$ cat config.mk
export PLATFORM = sky130hd
export DESIGN_NAME = alu_share_arb
export DESIGN_NICKNAME = d
export VERILOG_FILES = /design/src/rtl/alu_share_arb.sv
export SDC_FILE = /design/constraint.sdc
export NUM_CORES = 1
export LEC_CHECK = 0
export ABC_AREA = 1
export BUFFER_PORTS_ARGS = -buffer_cell sky130_fd_sc_hd__clkbuf_2
export CORE_UTILIZATION = 35
export CTS_CLUSTER_DIAMETER = 80
export DETAILED_ROUTE_END_ITERATION = 12
export PLACE_DENSITY = 0.51
export SLEW_MARGIN = 25
export SYNTH_ARGS = -nofsm -noshare
export SYNTH_HDL_FRONTEND = slang
export SYNTH_SLANG_ARGS = --single-unit
$ cat constraint.sdc
create_clock -name clk_i -period 3 [get_ports clk_i]
set_clock_uncertainty 0.05 [all_clocks]
set_input_delay 0.45 -clock clk_i [delete_from_list [all_inputs] [get_ports clk_i]]
set_output_delay 0.45 -clock clk_i [all_outputs]
set_load 0.03 [all_outputs]
$ cat src/rtl/alu_share_arb.sv
// Two-port round-robin front end for a single shared 32-bit ALU.
// One registered operand stage (EXEC) feeds a one-deep result buffer per requester.
module alu_share_arb #(
  parameter int DW        = 32,
  parameter int FIRST_REQ = 0
) (
  input  logic          clk_i,
  input  logic          rst_ni,
  input  logic          req0_valid_i,
  output logic          req0_ready_o,
  input  logic [DW-1:0] req0_a_i,
  input  logic [DW-1:0] req0_b_i,
  input  logic [2:0]    req0_op_i,
  output logic          resp0_valid_o,
  input  logic          resp0_ready_i,
  output logic [DW-1:0] resp0_result_o,
  output logic          resp0_zero_o,
  input  logic          req1_valid_i,
  output logic          req1_ready_o,
  input  logic [DW-1:0] req1_a_i,
  input  logic [DW-1:0] req1_b_i,
  input  logic [2:0]    req1_op_i,
  output logic          resp1_valid_o,
  input  logic          resp1_ready_i,
  output logic [DW-1:0] resp1_result_o,
  output logic          resp1_zero_o,
  output logic          busy_o
);

  typedef enum logic {IDLE = 1'b0, EXEC = 1'b1} state_e;

  localparam logic LAST_RST = (FIRST_REQ == 0) ? 1'b1 : 1'b0;

  state_e        state_q;
  logic          busy_q;
  logic          last_q;
  logic          own_q;
  logic [DW-1:0] a_q;
  logic [DW-1:0] b_q;
  logic [2:0]    op_q;
  logic          resp0_valid_q;
  logic [DW-1:0] resp0_result_q;
  logic          resp0_zero_q;
  logic          resp1_valid_q;
  logic [DW-1:0] resp1_result_q;
  logic          resp1_zero_q;

  logic          elig0_s;
  logic          elig1_s;
  logic          grant0_s;
  logic          grant1_s;
  logic [DW-1:0] alu_res_d;
  logic          alu_zero_d;

  function automatic logic [DW-1:0] alu_f(input logic [DW-1:0] a,
                                          input logic [DW-1:0] b,
                                          input logic [2:0]    op);
    logic [DW-1:0] r;
    r = {DW{1'b0}};
    case (op)
      3'b000:  r = a & b;
      3'b001:  r = a | b;
      3'b010:  r = a + b;
      3'b110:  r = a - b;
      3'b111:  r = {{(DW-1){1'b0}}, (a < b)};
      default: r = {DW{1'b0}};
    endcase
    return r;
  endfunction

  // Eligibility and round-robin grant; a full result buffer removes its owner from contention.
  always_comb begin
    elig0_s  = req0_valid_i & ~resp0_valid_q;
    elig1_s  = req1_valid_i & ~resp1_valid_q;
    grant0_s = 1'b0;
    grant1_s = 1'b0;
    if (state_q == IDLE) begin
      grant0_s = elig0_s & (~elig1_s | last_q);
      grant1_s = elig1_s & (~elig0_s | ~last_q);
    end else begin
      grant0_s = 1'b0;
      grant1_s = 1'b0;
    end
  end

  // Shared ALU evaluated from the operand register.
  always_comb begin
    alu_res_d  = alu_f(a_q, b_q, op_q);
    alu_zero_d = ~|alu_res_d;
  end

  // Arbitration FSM, operand register and per-requester result buffers.
  always_ff @(posedge clk_i or negedge rst_ni) begin
    if (!rst_ni) begin
      state_q        <= IDLE;
      busy_q         <= 1'b0;
      last_q         <= LAST_RST;
      own_q          <= 1'b0;
      a_q            <= {DW{1'b0}};
      b_q            <= {DW{1'b0}};
      op_q           <= 3'b000;
      resp0_valid_q  <= 1'b0;
      resp0_result_q <= {DW{1'b0}};
      resp0_zero_q   <= 1'b0;
      resp1_valid_q  <= 1'b0;
      resp1_result_q <= {DW{1'b0}};
      resp1_zero_q   <= 1'b0;
    end else begin
      if (resp0_valid_q && resp0_ready_i) begin
        resp0_valid_q <= 1'b0;
      end
      if (resp1_valid_q && resp1_ready_i) begin
        resp1_valid_q <= 1'b0;
      end
      case (state_q)
        IDLE: begin
          if (grant0_s || grant1_s) begin
            state_q <= EXEC;
            busy_q  <= 1'b1;
            a_q     <= grant1_s ? req1_a_i  : req0_a_i;
            b_q     <= grant1_s ? req1_b_i  : req0_b_i;
            op_q    <= grant1_s ? req1_op_i : req0_op_i;
            own_q   <= grant1_s;
            last_q  <= grant1_s;
          end
        end
        EXEC: begin
          state_q <= IDLE;
          busy_q  <= 1'b0;
          // The owner's buffer was empty at grant and only fills here, so no pop can collide.
          if (own_q) begin
            resp1_valid_q  <= 1'b1;
            resp1_result_q <= alu_res_d;
            resp1_zero_q   <= alu_zero_d;
          end else begin
            resp0_valid_q  <= 1'b1;
            resp0_result_q <= alu_res_d;
            resp0_zero_q   <= alu_zero_d;
          end
        end
        default: begin
          state_q <= IDLE;
          busy_q  <= 1'b0;
        end
      endcase
    end
  end

  assign req0_ready_o   = grant0_s;
  assign req1_ready_o   = grant1_s;
  assign resp0_valid_o  = resp0_valid_q;
  assign resp0_result_o = resp0_result_q;
  assign resp0_zero_o   = resp0_zero_q;
  assign resp1_valid_o  = resp1_valid_q;
  assign resp1_result_o = resp1_result_q;
  assign resp1_zero_o   = resp1_zero_q;
  assign busy_o         = busy_q;

endmodule
==> flow_summary.json <==
{
  "synth_top_family_by_area": "simple AND/OR/NAND/NOR gates",
  "gr-usage-all-layers": 0.2661,
  "drtAntennaViolNets": 0,
  "io_pins": 211,
  "grt_pass1_vias": 12660,
  "relSlewSlack": 0.4562,
  "grt_max_degree": 70,
  "rows": 68,
  "die_h_um": 189.3,
  "yosys.area_share.simple": 0.3562,
  "post-place-ws_ns": -0.07441,
  "routed.top_layer": "met4",
  "postSynthNetCount": 2204,
  "hold_depth": 2,
  "clk_path_buf_depth": 2,
  "worstReg2RegStart": "a_q[28]",
  "synth.mux.area_fraction": 0,
  "fin_crit_sh": 0.9347,
  "syn_inst": 1960,
  "min_to": "resp0_valid_o",
  "clk_pin_slew_ns": 0.07,
  "grt_overflow_total": 0,
  "critical_path_peak_fanout": 6,
  "grt_pass1_wl_um": 72590,
  "synth_area_leaders": "dfrtp_1, nand2_1, ha_1",
  "ys_ff_latch": 139,
  "startpoint_type": "flip-flop",
  "synth-xor-area-share": 0.0007133,
  "setup_viol": 0,
  "die_w_um": 189.3,
  "path_cells": "inv_1 -> ha_1 -> nand2_1 -> nor3_2 -> nand2_1 -> nor2_1 -> nor2_2 -> nand2_1 -> nand2_1 -> nand3_1 -> nand3_1 -> nor2_4 -> nand2_1 -> nor2_4 -> nand4_1 -> nand2_1",
  "cpPeakStageDelay_ns": 0.45,
  "yosys.area_share.adder": 0.1072,
  "start_util": 0.3554,
  "maxCapViolCount": 0,
  "synth_top_cell_by_area": "dfrtp_1",
  "wl_met3_um": 2415,
  "holdCritStartpoint": "resp0_ready_i",
  "criticalPathCategory": "flip-flop to flip-flop",
  "slew_violations": 0,
  "core_um2": 34540,
  "critPathBufInv": 1,
  "cts_root_buf": "clkbuf_16",
  "cts.sinks": 139,
  "vias": 13210,
  "drt_pass1_iterations": 6,
  "final_hold_viol_count": 0,
  "fin_nets": 2463,
  "rrSetupSlack_ns": 0.20,
  "fillers": 3776,
  "viasPerCell": 4.918,
  "place_congestion": 0.9520,
  "ctsHtreeMaxLevel": 4,
  "m1WireLength_um": 22840,
  "status": "complete, no violations",
  "synth_cell_types": 39,
  "synth_compound_area_frac": 0.1141,
  "antenna_found_initial": 1,
  "drive_gt1_frac": 0.2063,
  "numCtsBuffers": 17,
  "clock_latency_ns": 0.46,
  "hold_slack_ns": 0.1298,
  "drc": 0,
  "port_buffers": 210,
  "syn_area_um2": 12280,
  "yosys_warnings": 0,
  "route.detailed.wl_per_inst_um": 17.54,
  "syn_area_per_cell_um2": 6.264,
  "drt_wl_total_um": 47100,
  "fmax_ghz": 0.3566,
  "worstMarginPinSlew_ns": 0.8107,
  "r2r_cells": 16,
  "antennaDiodeCount": 0,
  "syn_to_final_growth_pct": 25.07,
  "end_kind": "flip-flop",
  "utilization": 0.4445,
  "critPathTopFamily": "simple AND/OR/NAND/NOR gates",
  "critPathMostFrequentCell": "nand2_1",
  "dpl.hpwl_um": 38260,
  "finalWorstSetupSlack_ns": 0.1959,
  "dieArea_um2": 35830,
  "layout_min_cycle_time_ns": 2.804,
  "worstPathArrival_ns": 3.15,
  "tritoncts": "built",
  "ys_seq_area_frac": 0.2834,
  "wl_met2_um": 21250,
  "hp-class": "input pin to flip-flop",
  "worstPathRequired_ns": 3.34,
  "regToRegEndpoint": "resp1_zero_o",
  "drt_iter0_drc": 829,
  "netlist.area_leader.share": 0.2813,
  "cp_slowest_cell": "ha_1"
}
## sequential cells by signal, indices dropped and copies added (netlist names)
register and cells:
resp0_valid_o 1, busy_o 1, resp0_result_o 32, op_q 3
resp1_result_o 32, resp0_zero_o 1, own_q 1, resp1_valid_o 1
state_q 1, a_q 32, b_q 32, resp1_zero_o 1
last_q 1
## layout by cell type, fill, tap and decap left out, types with 7 or more instances in the layout
| master | instances |
|---|---|
| a21oi_1 | 100 |
| and2_1 | 7 |
| buf_4 | 99 |
| clkbuf_16 | 17 |
| clkbuf_2 | 209 |
| dfrtp_1 | 138 |
| ha_1 | 79 |
| ha_2 | 13 |
| ha_4 | 10 |
| inv_1 | 339 |
| inv_2 | 8 |
| nand2_1 | 619 |
| nand2_2 | 20 |
| nand3_1 | 125 |
| nand3_2 | 12 |
| nand4_1 | 22 |
| nor2_1 | 175 |
| nor2_2 | 26 |
| nor2_4 | 10 |
| nor3_1 | 7 |
| nor3_2 | 7 |
| o21ai_0 | 42 |
| o22ai_1 | 92 |
## layout make-up
class,count,area [um^2],share of cell area
multi-input cells,1398,7421,0.4833
flip-flops and latches,139,3480,0.2266
repair buffers,315,1911,0.1244
inverters,348,1306,0.08506
well taps,455,569.3,0.03707
clock buffers,20,456.7,0.02974
clock inverters,10,212.7,0.01385
## cell families (layout without fill, tap and decap cells)
logic type                 after synthesis  count (layout)
xor gates and xnor gates                 1               1
AOI/OAI and AO/OA                      251             251
buffers and inverters                  423             693
adders and majority gates              104             104
DFF                                    139             139
and+or+nand+nor                       1042            1042
## cell usage after synthesis
| library cell | instances |
|---|---|
| nand2_1 | 630 |
| inv_1 | 340 |
| nor2_1 | 192 |
| dfrtp_1 | 138 |
| nand3_1 | 129 |
| a21oi_1 | 103 |
| ha_1 | 102 |
| o22ai_1 | 92 |
| o21ai_0 | 42 |
| clkbuf_1 | 32 |
| nand4_1 | 22 |
| buf_2 | 14 |
| nor2_2 | 14 |
| buf_1 | 11 |
| buf_4 | 11 |
| nor3_1 | 10 |
| nand2_2 | 9 |
| nand3_2 | 9 |
| a31oi_1 | 7 |
| and2_1 | 7 |
| buf_6 | 7 |
| inv_2 | 7 |
| nand3b_1 | 5 |
| nor2_4 | 5 |
| nor3_2 | 5 |
| o21bai_1 | 3 |
| fa_1 | 2 |
| a211oi_1 | 1 |
| a21oi_2 | 1 |
| a221oi_1 | 1 |
| and2_0 | 1 |
| and2_2 | 1 |
| and3_1 | 1 |
| clkinv_1 | 1 |
| dfstp_2 | 1 |
| nor4_1 | 1 |
| o2111ai_1 | 1 |
| or2_2 | 1 |
| xor2_1 | 1 |
## worst max path at each step
stage | start | to | slack (ns) | depth (start not counted)
CTS | a_q[20] | resp1_zero_o | 0.002 | 17
detailed placement | a_q[9] | resp1_zero_o | -0.07 | 18
global placement | a_q[0] | resp1_zero_o | -0.07 | 15
finish | a_q[28] | resp1_zero_o | 0.20 | 16
floorplan | b_q[0] | resp0_zero_o | 0.71 | 15
global route | b_q[2] | resp1_zero_o | -0.02 | 19
## through the flow
stage | cells | instance area [um^2] | TNS (ns)
floorplan | 1960 | 12280 | 0
global placement | 2652 | 14350 | -0.1316
detailed placement | 2652 | 14350 | -0.1323
CTS | 2684 | 15060 | 0
global route | 2685 | 15360 | -0.02214
finish | 2685 | 15360 | 0
## layer usage
| metal | vias up | track usage |
|---|---|---|
| li1 | 6642 | - |
| met5 | - | 0 |
| met1 | 6166 | 0.3735 |
| met2 | 363 | 0.4290 |
| met4 | 0 | 0.05893 |
| met3 | 34 | 0.03985 |
## repair_timing
| action | 4_1_cts | 5_1_grt |
|---|---|---|
| setup endpoints to repair | 2 | 3 |
| endpoints found under the hold margin | 54 | 0 |
| hold buffers | 1 | 0 |
| pin swaps | 1 | 1 |
| resized for setup | 7 | 70 |
| setup buffers | 1 | 1 |
Power is not shown: default switching activity piles up to over one toggle a cycle in this logic, so the estimate is an artifact.
